===== src/rtl/mc_control_unit_if.sv =====
// Control bundle between the multicycle MIPS main control FSM and its datapath.
// master = control unit (drives selects/strobes), slave = datapath side.
interface mc_control_unit_if;
    logic [5:0] opcode;
    logic [5:0] funct;
    logic       zero;
    logic       pc_write;
    logic       pc_write_cond;
    logic       i_or_d;
    logic       mem_write;
    logic       ir_write;
    logic       ab_write;
    logic [1:0] reg_dst;
    logic [1:0] mem_to_reg;
    logic       reg_write;
    logic       alu_src_a;
    logic [1:0] alu_src_b;
    logic [2:0] alu_op;
    logic [1:0] pc_source;
    logic       epc_write;
    logic [4:0] state_dbg;

    modport master (
        input  opcode, funct, zero,
        output pc_write, pc_write_cond, i_or_d, mem_write, ir_write, ab_write,
               reg_dst, mem_to_reg, reg_write, alu_src_a, alu_src_b, alu_op,
               pc_source, epc_write, state_dbg
    );

    modport slave (
        output opcode, funct, zero,
        input  pc_write, pc_write_cond, i_or_d, mem_write, ir_write, ab_write,
               reg_dst, mem_to_reg, reg_write, alu_src_a, alu_src_b, alu_op,
               pc_source, epc_write, state_dbg
    );
endinterface


===== src/rtl/mc_control_unit.sv =====
// Multicycle MIPS main control FSM (Moore, except branch pc_write_cond).
// Optional exception state enabled by defining MC_CTRL_EXCEPTION_EN.
module mc_control_unit #(
    parameter int MEM_WAIT       = 2,
    parameter int EXC_VECTOR_SEL = 3
) (
    input  logic               clk,
    input  logic               reset,
    mc_control_unit_if.master  bus
);

    typedef enum logic [4:0] {
        S_RESET     = 5'd0,
        S_FETCH     = 5'd1,
        S_FWAIT     = 5'd2,
        S_DECODE    = 5'd3,
        S_R_EXEC    = 5'd4,
        S_R_WB      = 5'd5,
        S_ADDI_EXEC = 5'd6,
        S_ADDI_WB   = 5'd7,
        S_MEM_ADDR  = 5'd8,
        S_LW_READ   = 5'd9,
        S_LW_WB     = 5'd10,
        S_SW_WRITE  = 5'd11,
        S_BEQ       = 5'd12,
        S_BNE       = 5'd13,
        S_JUMP      = 5'd14
`ifdef MC_CTRL_EXCEPTION_EN
        , S_EXC     = 5'd15
`endif
    } state_t;

    localparam logic [5:0] OP_RTYPE = 6'h00;
    localparam logic [5:0] OP_ADDI  = 6'h08;
    localparam logic [5:0] OP_LW    = 6'h23;
    localparam logic [5:0] OP_SW    = 6'h2B;
    localparam logic [5:0] OP_BEQ   = 6'h04;
    localparam logic [5:0] OP_BNE   = 6'h05;
    localparam logic [5:0] OP_J     = 6'h02;

    localparam logic [2:0] ALU_ADD = 3'b001;
    localparam logic [2:0] ALU_SUB = 3'b010;
    localparam logic [2:0] ALU_AND = 3'b011;

    localparam logic [2:0] WAIT_INIT = 3'(MEM_WAIT - 1);

`ifdef MC_CTRL_EXCEPTION_EN
    localparam state_t ILLEGAL_NEXT = S_EXC;
`else
    localparam state_t ILLEGAL_NEXT = S_FETCH;
`endif

    // Out-of-range configuration is rejected at elaboration.
    if (MEM_WAIT < 1 || MEM_WAIT > 7 || EXC_VECTOR_SEL < 0 || EXC_VECTOR_SEL > 3) begin : g_param_check
        $error("mc_control_unit: MEM_WAIT must be 1..7 and EXC_VECTOR_SEL 0..3");
    end

    state_t     state, state_nx;
    logic [2:0] cnt, cnt_nx;
    logic [2:0] r_op;
    logic       r_legal;

    // R-type function decode; IR is stable from DECODE to the end of the instruction.
    always_comb begin
        r_op    = 3'b000;
        r_legal = 1'b1;
        case (bus.funct)
            6'h20:   r_op = ALU_ADD;
            6'h22:   r_op = ALU_SUB;
            6'h24:   r_op = ALU_AND;
            default: r_legal = 1'b0;
        endcase
    end

    // NOTE: state is updated with non-blocking assignments so every flop samples pre-edge values.
    always_ff @(posedge clk) begin
        if (reset) begin
            state <= S_RESET;
            cnt   <= 3'd0;
        end else begin
            state <= state_nx;
            cnt   <= cnt_nx;
        end
    end

    // NOTE: every signal written here gets a default first, so no path can infer a latch.
    always_comb begin
        state_nx          = state;
        cnt_nx            = cnt;
        bus.pc_write      = 1'b0;
        bus.pc_write_cond = 1'b0;
        bus.i_or_d        = 1'b0;
        bus.mem_write     = 1'b0;
        bus.ir_write      = 1'b0;
        bus.ab_write      = 1'b0;
        bus.reg_dst       = 2'd0;
        bus.mem_to_reg    = 2'd0;
        bus.reg_write     = 1'b0;
        bus.alu_src_a     = 1'b0;
        bus.alu_src_b     = 2'd0;
        bus.alu_op        = 3'b000;
        bus.pc_source     = 2'd0;
        bus.epc_write     = 1'b0;

        case (state)
            S_RESET: state_nx = S_FETCH;
            S_FETCH: begin
                bus.pc_write  = 1'b1;
                bus.alu_src_b = 2'd1;
                bus.alu_op    = ALU_ADD;
                cnt_nx        = WAIT_INIT;
                state_nx      = S_FWAIT;
            end
            S_FWAIT: begin
                if (cnt == 3'd0) begin
                    bus.ir_write = 1'b1;
                    state_nx     = S_DECODE;
                end else begin
                    cnt_nx = cnt - 3'd1;
                end
            end
            S_DECODE: begin
                // Speculative branch target PC + (imm << 2) lands in ALUOut.
                bus.ab_write  = 1'b1;
                bus.alu_src_b = 2'd3;
                bus.alu_op    = ALU_ADD;
                case (bus.opcode)
                    OP_RTYPE:     state_nx = S_R_EXEC;
                    OP_ADDI:      state_nx = S_ADDI_EXEC;
                    OP_LW, OP_SW: state_nx = S_MEM_ADDR;
                    OP_BEQ:       state_nx = S_BEQ;
                    OP_BNE:       state_nx = S_BNE;
                    OP_J:         state_nx = S_JUMP;
                    default:      state_nx = ILLEGAL_NEXT;
                endcase
            end
            S_R_EXEC: begin
                bus.alu_src_a = 1'b1;
                bus.alu_op    = r_op;
                state_nx      = r_legal ? S_R_WB : ILLEGAL_NEXT;
            end
            S_R_WB: begin
                bus.reg_dst   = 2'd1;
                bus.reg_write = 1'b1;
                bus.alu_op    = r_op;
                state_nx      = S_FETCH;
            end
            S_ADDI_EXEC: begin
                bus.alu_src_a = 1'b1;
                bus.alu_src_b = 2'd2;
                bus.alu_op    = ALU_ADD;
                state_nx      = S_ADDI_WB;
            end
            S_ADDI_WB: begin
                bus.reg_write = 1'b1;
                state_nx      = S_FETCH;
            end
            S_MEM_ADDR: begin
                bus.alu_src_a = 1'b1;
                bus.alu_src_b = 2'd2;
                bus.alu_op    = ALU_ADD;
                cnt_nx        = WAIT_INIT;
                state_nx      = (bus.opcode == OP_LW) ? S_LW_READ : S_SW_WRITE;
            end
            S_LW_READ: begin
                bus.i_or_d = 1'b1;
                if (cnt == 3'd0) state_nx = S_LW_WB;
                else             cnt_nx   = cnt - 3'd1;
            end
            S_LW_WB: begin
                bus.mem_to_reg = 2'd1;
                bus.reg_write  = 1'b1;
                state_nx       = S_FETCH;
            end
            S_SW_WRITE: begin
                bus.i_or_d    = 1'b1;
                bus.mem_write = 1'b1;
                state_nx      = S_FETCH;
            end
            S_BEQ, S_BNE: begin
                bus.alu_src_a     = 1'b1;
                bus.alu_op        = ALU_SUB;
                bus.pc_source     = 2'd1;
                bus.pc_write_cond = (state == S_BEQ) ? bus.zero : ~bus.zero;
                state_nx          = S_FETCH;
            end
            S_JUMP: begin
                bus.pc_source = 2'd2;
                bus.pc_write  = 1'b1;
                state_nx      = S_FETCH;
            end
`ifdef MC_CTRL_EXCEPTION_EN
            S_EXC: begin
                // ALU forms PC - 4 (the faulting instruction) for EPC.
                bus.alu_src_b = 2'd1;
                bus.alu_op    = ALU_SUB;
                bus.epc_write = 1'b1;
                bus.pc_source = 2'(EXC_VECTOR_SEL);
                bus.pc_write  = 1'b1;
                state_nx      = S_FETCH;
            end
`endif
            default: state_nx = S_RESET;
        endcase
    end

    assign bus.state_dbg = state;

endmodule


===== src/flat_wrapper.sv =====
// flat-port wrapper written by rule: the top's interface ports become plain ports
module mc_control_unit_flat 
#(
    parameter int MEM_WAIT       = 2,
    parameter int EXC_VECTOR_SEL = 3
)
  (clk, reset, bus_opcode, bus_funct, bus_zero, bus_pc_write, bus_pc_write_cond, bus_i_or_d, bus_mem_write, bus_ir_write, bus_ab_write, bus_reg_dst, bus_mem_to_reg, bus_reg_write, bus_alu_src_a, bus_alu_src_b, bus_alu_op, bus_pc_source, bus_epc_write, bus_state_dbg);
  mc_control_unit_if bus_i ();
  input  logic clk;
  input  logic reset;
  input wire logic [$bits(bus_i.opcode)-1:0] bus_opcode;
  input wire logic [$bits(bus_i.funct)-1:0] bus_funct;
  input wire logic [$bits(bus_i.zero)-1:0] bus_zero;
  output wire logic [$bits(bus_i.pc_write)-1:0] bus_pc_write;
  output wire logic [$bits(bus_i.pc_write_cond)-1:0] bus_pc_write_cond;
  output wire logic [$bits(bus_i.i_or_d)-1:0] bus_i_or_d;
  output wire logic [$bits(bus_i.mem_write)-1:0] bus_mem_write;
  output wire logic [$bits(bus_i.ir_write)-1:0] bus_ir_write;
  output wire logic [$bits(bus_i.ab_write)-1:0] bus_ab_write;
  output wire logic [$bits(bus_i.reg_dst)-1:0] bus_reg_dst;
  output wire logic [$bits(bus_i.mem_to_reg)-1:0] bus_mem_to_reg;
  output wire logic [$bits(bus_i.reg_write)-1:0] bus_reg_write;
  output wire logic [$bits(bus_i.alu_src_a)-1:0] bus_alu_src_a;
  output wire logic [$bits(bus_i.alu_src_b)-1:0] bus_alu_src_b;
  output wire logic [$bits(bus_i.alu_op)-1:0] bus_alu_op;
  output wire logic [$bits(bus_i.pc_source)-1:0] bus_pc_source;
  output wire logic [$bits(bus_i.epc_write)-1:0] bus_epc_write;
  output wire logic [$bits(bus_i.state_dbg)-1:0] bus_state_dbg;
  assign bus_i.opcode = bus_opcode;
  assign bus_i.funct = bus_funct;
  assign bus_i.zero = bus_zero;
  assign bus_pc_write = bus_i.pc_write;
  assign bus_pc_write_cond = bus_i.pc_write_cond;
  assign bus_i_or_d = bus_i.i_or_d;
  assign bus_mem_write = bus_i.mem_write;
  assign bus_ir_write = bus_i.ir_write;
  assign bus_ab_write = bus_i.ab_write;
  assign bus_reg_dst = bus_i.reg_dst;
  assign bus_mem_to_reg = bus_i.mem_to_reg;
  assign bus_reg_write = bus_i.reg_write;
  assign bus_alu_src_a = bus_i.alu_src_a;
  assign bus_alu_src_b = bus_i.alu_src_b;
  assign bus_alu_op = bus_i.alu_op;
  assign bus_pc_source = bus_i.pc_source;
  assign bus_epc_write = bus_i.epc_write;
  assign bus_state_dbg = bus_i.state_dbg;
  mc_control_unit #(.MEM_WAIT(MEM_WAIT), .EXC_VECTOR_SEL(EXC_VECTOR_SEL)) u_core (.clk(clk), .reset(reset), .bus(bus_i));
endmodule

===== config.mk =====
export PLATFORM = sky130hd
export DESIGN_NAME = mc_control_unit_flat
export DESIGN_NICKNAME = d
export VERILOG_FILES = /design/src/rtl/mc_control_unit_if.sv /design/src/rtl/mc_control_unit.sv /design/src/flat_wrapper.sv
export SDC_FILE = /design/constraint.sdc
export NUM_CORES = 1
export LEC_CHECK = 0
export CORE_UTILIZATION = 40
export CTS_CLUSTER_DIAMETER = 150
export DETAILED_ROUTE_END_ITERATION = 6
export GPL_TIMING_DRIVEN = 0
export PLACE_DENSITY_LB_ADDON = 0.2
export SYNTH_ARGS = -nofsm -noshare
export SYNTH_HDL_FRONTEND = slang
export SYNTH_SLANG_ARGS = --single-unit

===== constraint.sdc =====
create_clock -name clk -period 2.1 [get_ports clk]
set_input_delay 0.21 -clock clk [delete_from_list [all_inputs] [get_ports clk]]
set_output_delay 0.21 -clock clk [all_outputs]
set_load 0.03 [all_outputs]

==> metrics.csv, run 1 <==
stage;metric;value;unit
timing;final worst path period share;0.941;
place;HPWL Detailed;1.66;mm
drt;DR DRC count;0;
layout;ant diodes;0;
grt;Congestion Overflow GR;0;
power;Switching Power;0.213;mW
yosys;asr flop ratio synth;0;
timing;RSZ-0062 raised after global routing;no;
min_path;hold path start;reset;
drt;DR pass1 iterations;4;
critical_path;Reg-to-Reg Start;u_core.bus.state_dbg[1]$_SDFFE_PP0P_;
grt;first-pass GRT wire length;3.31;mm
critical_path;WP data required;1.89;ns
yosys;count of cell types in the netlist;42;
yosys;post-synthesis register bit count;7;
yosys;Post-synth EDFFs;0;
clocking;CTS tree;yes;
place;GP Congestion;0.827;
drt;Initial DRC Count;23;
power;VDD IR-drop max;370;uV
yosys;Seq/Total Area, Yosys;0.173;
timing;clock skew;0.000970;ns
min_path;Hold Crit Depth;2;
die;Initial Util;0.445;
die;IO Count;40;
drt;WL final;2.09;mm
grt;largest net degree at the start of global routing;11;
die;Die X-Extent;47.0;um
die;Die Y;47.0;um
power;Comb power frac;0.495;
yosys;syn avg cell area;7.24;sq um
clocking;clock-pin transition on the worst setup and hold timing paths;0.05;ns
timing;max-slew violation count;0;
place;I/O Buffers;33;
clocking;Num CTS Buffers;3;
critical_path;CP arrival;1.77;ns
power;Switching Share;0.393;
clocking;Max Buffers Root-to-Sink;2;
critical_path;Critical Path End Type;output pin;
power;sequential power share;0.283;
place;cell count after placement;174;
layout;final core occ;0.663;
min_path;Hold Crit Endpoint;u_core.cnt[1]$_SDFFE_PP0P_;
timing;final setup fails;0;
layout;final std cells w/o fill;178;
clocking;Root Buffer;clkbuf_4;
clocking;CTS H-tree lvls;1;
critical_path;r2r endpoint;u_core.cnt[1]$_SDFFE_PP0P_;
min_path;Hold Crit Class;in -> reg;
timing;fin crit period;1.98;ns
clocking;clk sinks;7;
timing;Fin. Hold Viols;0;
die;CORE AREA;1820;sq um
power;Clk network pwr share;0.222;
power;PwrDens;449;nW/um^2
grt;initial antenna violation count;0;
drt;Via-to-Cell Ratio;5.20;
drt;via count;926;
grt;vias in the first global route;757;
critical_path;critical path fanouts, max;7;
layout;proportion of layout cells with a drive suffix above 1;0.176;
yosys;synthesized cell area;811;sq um
layout;Fill cells;166;
grt;Total Routing Usage GR;0.209;
yosys;synth top area cells;dfxtp_1, nor2_1, buf_4;
layout;Synth-to-Final Area Change;48.8;%
die;FP Rows;15;
yosys;Yosys top cell area share;0.173;
drt;wire per inst;11.7;um
power;Leakage Power;0.499;nW
critical_path;reg2reg path depth;4;
yosys;most frequent cells after synthesis;nor2_1, a21oi_1, dfxtp_1;
clocking;Clk Latency, worst-skew pair;0.25;ns
critical_path;setup slack, reg-to-reg;0.39;ns
critical_path;CP startpoint kind;register;
yosys;ys flop type;dfxtp_1;
die;full die area;2210;sq um
timing;Highest Clock Rate;506;MHz
clocking;hold-fix buffers at CTS;0;
yosys;Yosys Warn Count;0;
yosys;Gate Count Post-Synth;112;
yosys;most common cell in the netlist;nor2_1;
yosys;Synth area leader;dfxtp_1;
run_status;status;complete, no violations;
layout;final net count;171;
run;max-cap violations;0;
power;Int Power;0.328;mW
critical_path;Crit Path Class;reg -> out;
drt;Final ANT Viol Nets;0;
[sequential cells by signal (all words and copies together), names as in the netlist]
register              flops
u_core.cnt                3
u_core.bus.state_dbg      4
[worst max-delay path: stages (launching register included)]
cell and delay, ns:
dfxtp_1 0.30, buf_2 0.16, nand2b_1 0.26, nor2_1 0.13, clkdlybuf4s50_1 0.67
[timing repair]
action | in CTS | in global routing
setup buffers | 0 | 0
gates resized for setup | 18 | 9
endpoints found under the setup margin | 13 | 4
[stage by stage]
| stage | worst slack, ns | hold WS [ns] | area, sq um | TNS [ns] | power, mW |
|---|---|---|---|---|---|
| after floorplan | 0.0828 | 0.396 | 826 | 0 | 0.335 |
| after global placement | -0.379 | 0.459 | 1190 | -0.565 | 0.423 |
| after detailed placement | -0.378 | 0.459 | 1190 | -0.696 | 0.429 |
| after CTS | 0.00234 | 0.304 | 1210 | 0 | 0.547 |
| after global routing | 0.0524 | 0.359 | 1210 | 0 | 0.578 |
| final | 0.124 | 0.313 | 1210 | 0 | 0.541 |
[layout by cell type, fill, tap and decap left out, drive strengths merged, types with 7 or more instances in the layout]
master          n
dlygate4sd2    10
buf             9
clkdlybuf4s50  19
dfxtp           7
a21oi           7
nor2           13
clkbuf         10
[layer usage]
layer,vias to the layer above,wire [um],GRT usage
li1,472,-,-
met2,31,1040,0.344
met5,-,0,0
met3,0,93,0.0654
met4,0,0,0.0171
met1,423,955,0.281
[power by group through the flow]
stage / Sequential (mW) / Clock (mW) / Combinational (mW)
6_report: 0.153 / 0.120 / 0.268
5_1_grt: 0.154 / 0.132 / 0.292
4_1_cts: 0.153 / 0.126 / 0.268
3_5_place_dp: 0.155 / 0 / 0.274
3_3_place_gp: 0.155 / 0 / 0.268
2_1_floorplan: 0.165 / 0 / 0.170
[how the worst max path moves through the flow]
stage / startpoint / endpoint / slack, ns / cells past startpoint
final: u_core.bus.state_dbg[0]$_SDFFE_PP0P_ / bus_mem_to_reg[0] / 0.12 / 4
after floorplan: u_core.bus.state_dbg[3]$_SDFFE_PP0P_ / bus_pc_write_cond / 0.08 / 4
after detailed placement: bus_funct[0] / bus_alu_op[0] / -0.38 / 6
after CTS: u_core.bus.state_dbg[1]$_SDFFE_PP0P_ / bus_ab_write / 0.002 / 4
after global placement: bus_funct[0] / bus_alu_op[0] / -0.38 / 6
after global routing: bus_funct[0] / bus_alu_op[1] / 0.05 / 5
[area by class of cell]
class | instances | area (sq um) | share of cell area
buffer | 12 | 77.6 | 0.0643
tap | 25 | 31.3 | 0.0259
clock buffer | 4 | 26.3 | 0.0218
sequential | 7 | 140 | 0.116
inverter | 4 | 15.0 | 0.0124
timing repair buffer | 33 | 305 | 0.253
multi-input combinational | 93 | 611 | 0.506
[cells by family (layout without fill, tap and decap cells)]
group / count (synthesis) / in the layout / synth area share
xor gates and xnor gates: 4 / 4 / 0.0432
adders and majority gates: 3 / 3 / 0.0432
muxes: 3 / 3 / 0.0401
other: 1 / 5 / 0.00463
AOI/OAI and AO/OA: 28 / 28 / 0.238
buffers and inverters: 16 / 53 / 0.110
DFF: 7 / 7 / 0.173
and+or+nand+nor: 50 / 50 / 0.349
Power figures use the tool's default switching activity.
==> inputs of run 2 (changes only) <==
- CORE_ASPECT_RATIO: not set -> 0.75
- CORE_MARGIN: not set -> 5
==> run 2 against run 1 <==
Non-clock buffer count stayed put; die area is 37% higher; routed wire length is 12% higher; first-iteration DRC count is 74% higher; worst setup slack better by 0.022 ns; sequential share of layout area is 0.13 points higher; register-to-register slack better by 0.03 ns; final cell count is 0.56% lower; global-route usage is 4.2 points lower; clock-buffer cell count stayed put; highest routed layer is now met4.
==> metrics.csv, run 2 (synthesis results as in run 1) <==
stage;metric;value;unit;change
place;HPWL Detailed;1.83;mm;+11%
critical_path;CP arrival;1.74;ns;-0.03 ns
grt;Congestion Overflow GR;0;;unchanged
grt;initial antenna violation count;0;;unchanged
grt;Total Routing Usage GR;0.167;;-0.0423
drt;Final ANT Viol Nets;0;;unchanged
die;Initial Util;0.413;;-0.0321
clocking;Clk Latency, worst-skew pair;0.26;ns;about the same
drt;Initial DRC Count;40;;+74%
timing;clock skew;0.00303;ns;+0.00206 ns
critical_path;setup slack, reg-to-reg;0.42;ns;+0.03 ns
timing;final worst path period share;0.930;;-0.0106
die;FP Rows;14;;-1
layout;max FFs per register;4;;unchanged
power;PwrDens;456;nW/um^2;+1.6%
die;Die Y;49.0;um;+4.2%
power;Clk network pwr share;0.235;;+0.013
power;Switching Power;0.221;mW;+3.9%
timing;post-route setup slack;0.147;ns;+0.0222 ns
clocking;CTS tree;yes;;
clocking;CTS H-tree lvls;1;;unchanged
min_path;Hold Crit Depth;2;;unchanged
layout;proportion of layout cells with a drive suffix above 1;0.170;;-0.00654
clocking;Max Buffers Root-to-Sink;2;;unchanged
critical_path;CP startpoint kind;register;;
timing;RSZ-0062 raised after global routing;no;;
min_path;Hold Crit Class;in -> reg;;
drt;DR pass1 iterations;4;;unchanged
place;GP Congestion;0.882;;+6.7%
critical_path;Crit Path Class;reg -> out;;
drt;WL final;2.35;mm;+12%
power;VDD IR-drop max;331;uV;-11%
power;sequential power share;0.279;;-0.004
power;Leakage Power;0.506;nW;+1.6%
layout;Fill cells;203;;+22%
critical_path;r2r endpoint;u_core.cnt[1]$_SDFFE_PP0P_;;
drt;Via-to-Cell Ratio;5.37;;+3.2%
die;CORE AREA;1960;sq um;+7.8%
layout;most common cell after layout, fill and taps aside;clkdlybuf4s50_1;;
power;Int Power;0.328;mW;-0.18%
power;Comb power frac;0.486;;-0.009
grt;largest net degree at the start of global routing;11;;unchanged
layout;Synth-to-Final Area Change;48.5;%;
die;IO Count;40;;unchanged
clocking;clock-pin transition on the worst setup and hold timing paths;0.05;ns;about the same
min_path;hold path start;reset;;
layout;ant diodes;0;;unchanged
run;max-cap violations;0;;unchanged
place;I/O Buffers;33;;unchanged
clocking;hold-fix buffers at CTS;0;;unchanged
drt;wire per inst;13.3;um;+13%
run_status;status;complete, no violations;;
critical_path;WP data required;1.89;ns;about the same
power;Switching Share;0.403;;+0.00960
clocking;Setup Buffers After CTS;0;;unchanged
clocking;clk sinks;7;;unchanged
clocking;Num CTS Buffers;3;;unchanged
drt;DR DRC count;0;;unchanged
layout;final core occ;0.614;;-0.0490
grt;first-pass GRT wire length;3.92;mm;+19%
timing;fin crit period;1.95;ns;-0.0222 ns
power;Power Total;0.549;mW;+1.4%
critical_path;Reg-to-Reg Start;u_core.bus.state_dbg[1]$_SDFFE_PP0P_;;
min_path;Hold Crit Endpoint;u_core.cnt[1]$_SDFFE_PP0P_;;
drt;via count;950;;+2.6%
timing;final setup fails;0;;unchanged
place;DP Worst Slack;-0.383;ns;-0.00507 ns
layout;final net count;171;;unchanged
timing;Fin. Hold Viols;0;;unchanged
layout;most frequent cells in the layout;clkdlybuf4s50_1, nor2_1, dlygate4sd2_1;;
grt;vias in the first global route;871;;+15%
critical_path;critical path fanouts, max;5;;-2
die;Die X-Extent;62.0;um;+32%
critical_path;reg2reg path depth;4;;unchanged
critical_path;Critical Path End Type;output pin;;
clocking;Root Buffer;clkbuf_4;;
die;full die area;3040;sq um;+37%
timing;worst hold slack;0.313;ns;-0.000537 ns
timing;max-slew violation count;0;;unchanged
timing;Highest Clock Rate;512;MHz;+1.1%
## run 2: cell count changes in the layout (fill, tap and decap cells not counted)
cell             change
dlygate4sd2_1        +2
clkbuf_2             -1
clkdlybuf4s50_1      -1
dfxtp_1              -1
dfxtp_2              +1
nor3b_1              +1
nor3b_2              -1
## run 2: timing repair
action,in CTS,in global routing
gates resized for setup,19,6
gates cloned,0,0
endpoints found under the setup margin,14,4
hold endpoints to repair,0,0
## run 2: worst max-delay path by stage
stage | start | to | slack, ns | cells after the start
2_1_floorplan | u_core.bus.state_dbg[3]$_SDFFE_PP0P_ | bus_pc_write_cond | 0.08 | 4
3_3_place_gp | bus_funct[0] | bus_alu_op[0] | -0.37 | 6
3_5_place_dp | bus_funct[0] | bus_alu_op[0] | -0.38 | 6
4_1_cts | u_core.bus.state_dbg[0]$_SDFFE_PP0P_ | bus_mem_to_reg[0] | 0.03 | 4
5_1_grt | u_core.bus.state_dbg[0]$_SDFFE_PP0P_ | bus_reg_write | 0.01 | 5
6_report | u_core.cnt[0]$_SDFFE_PP0P_ | bus_ir_write | 0.15 | 5
## run 2: worst max-delay path, stage by stage, from the launching register on
cell	delay, ns
dfxtp_1	0.32
inv_1	0.08
ha_1	0.14
nor2b_2	0.27
nor3b_1	0.23
dlygate4sd2_1	0.43
## run 2: final cells by class
cell class                      instances  area, sq um  share of cell area
Tap cell                               24         30.0              0.0249
Buffer                                 12         77.6              0.0644
Clock buffer                            4         26.3              0.0218
Timing Repair Buffer                   33          308               0.256
Multi-Input combinational cell         93          606               0.503
Inverter                                4         15.0              0.0125
Sequential cell                         7          141               0.117
## run 2: metrics by stage
step	setup TNS [ns]	std cells	instance area, sq um
floorplan	0	116	826
global placement	-0.555	173	1190
detailed placement	-0.633	173	1190
CTS	0	177	1210
global route	0	177	1200
finish	0	177	1200
## run 2: routing by layer
layer  wire length [um]  GRT usage
met2               1040      0.243
met3                251     0.0582
met1               1030      0.226
met4                 31     0.0530
met5                  0          0
## run 2: power groups by stage
stage                     Sequential, mW  Combinational [mW]  Clock (mW)
after floorplan                    0.165               0.170           0
after global placement             0.155               0.270           0
after detailed placement           0.156               0.275           0
after CTS                          0.153               0.268       0.132
after global routing               0.155               0.292       0.145
final                              0.153               0.267       0.129
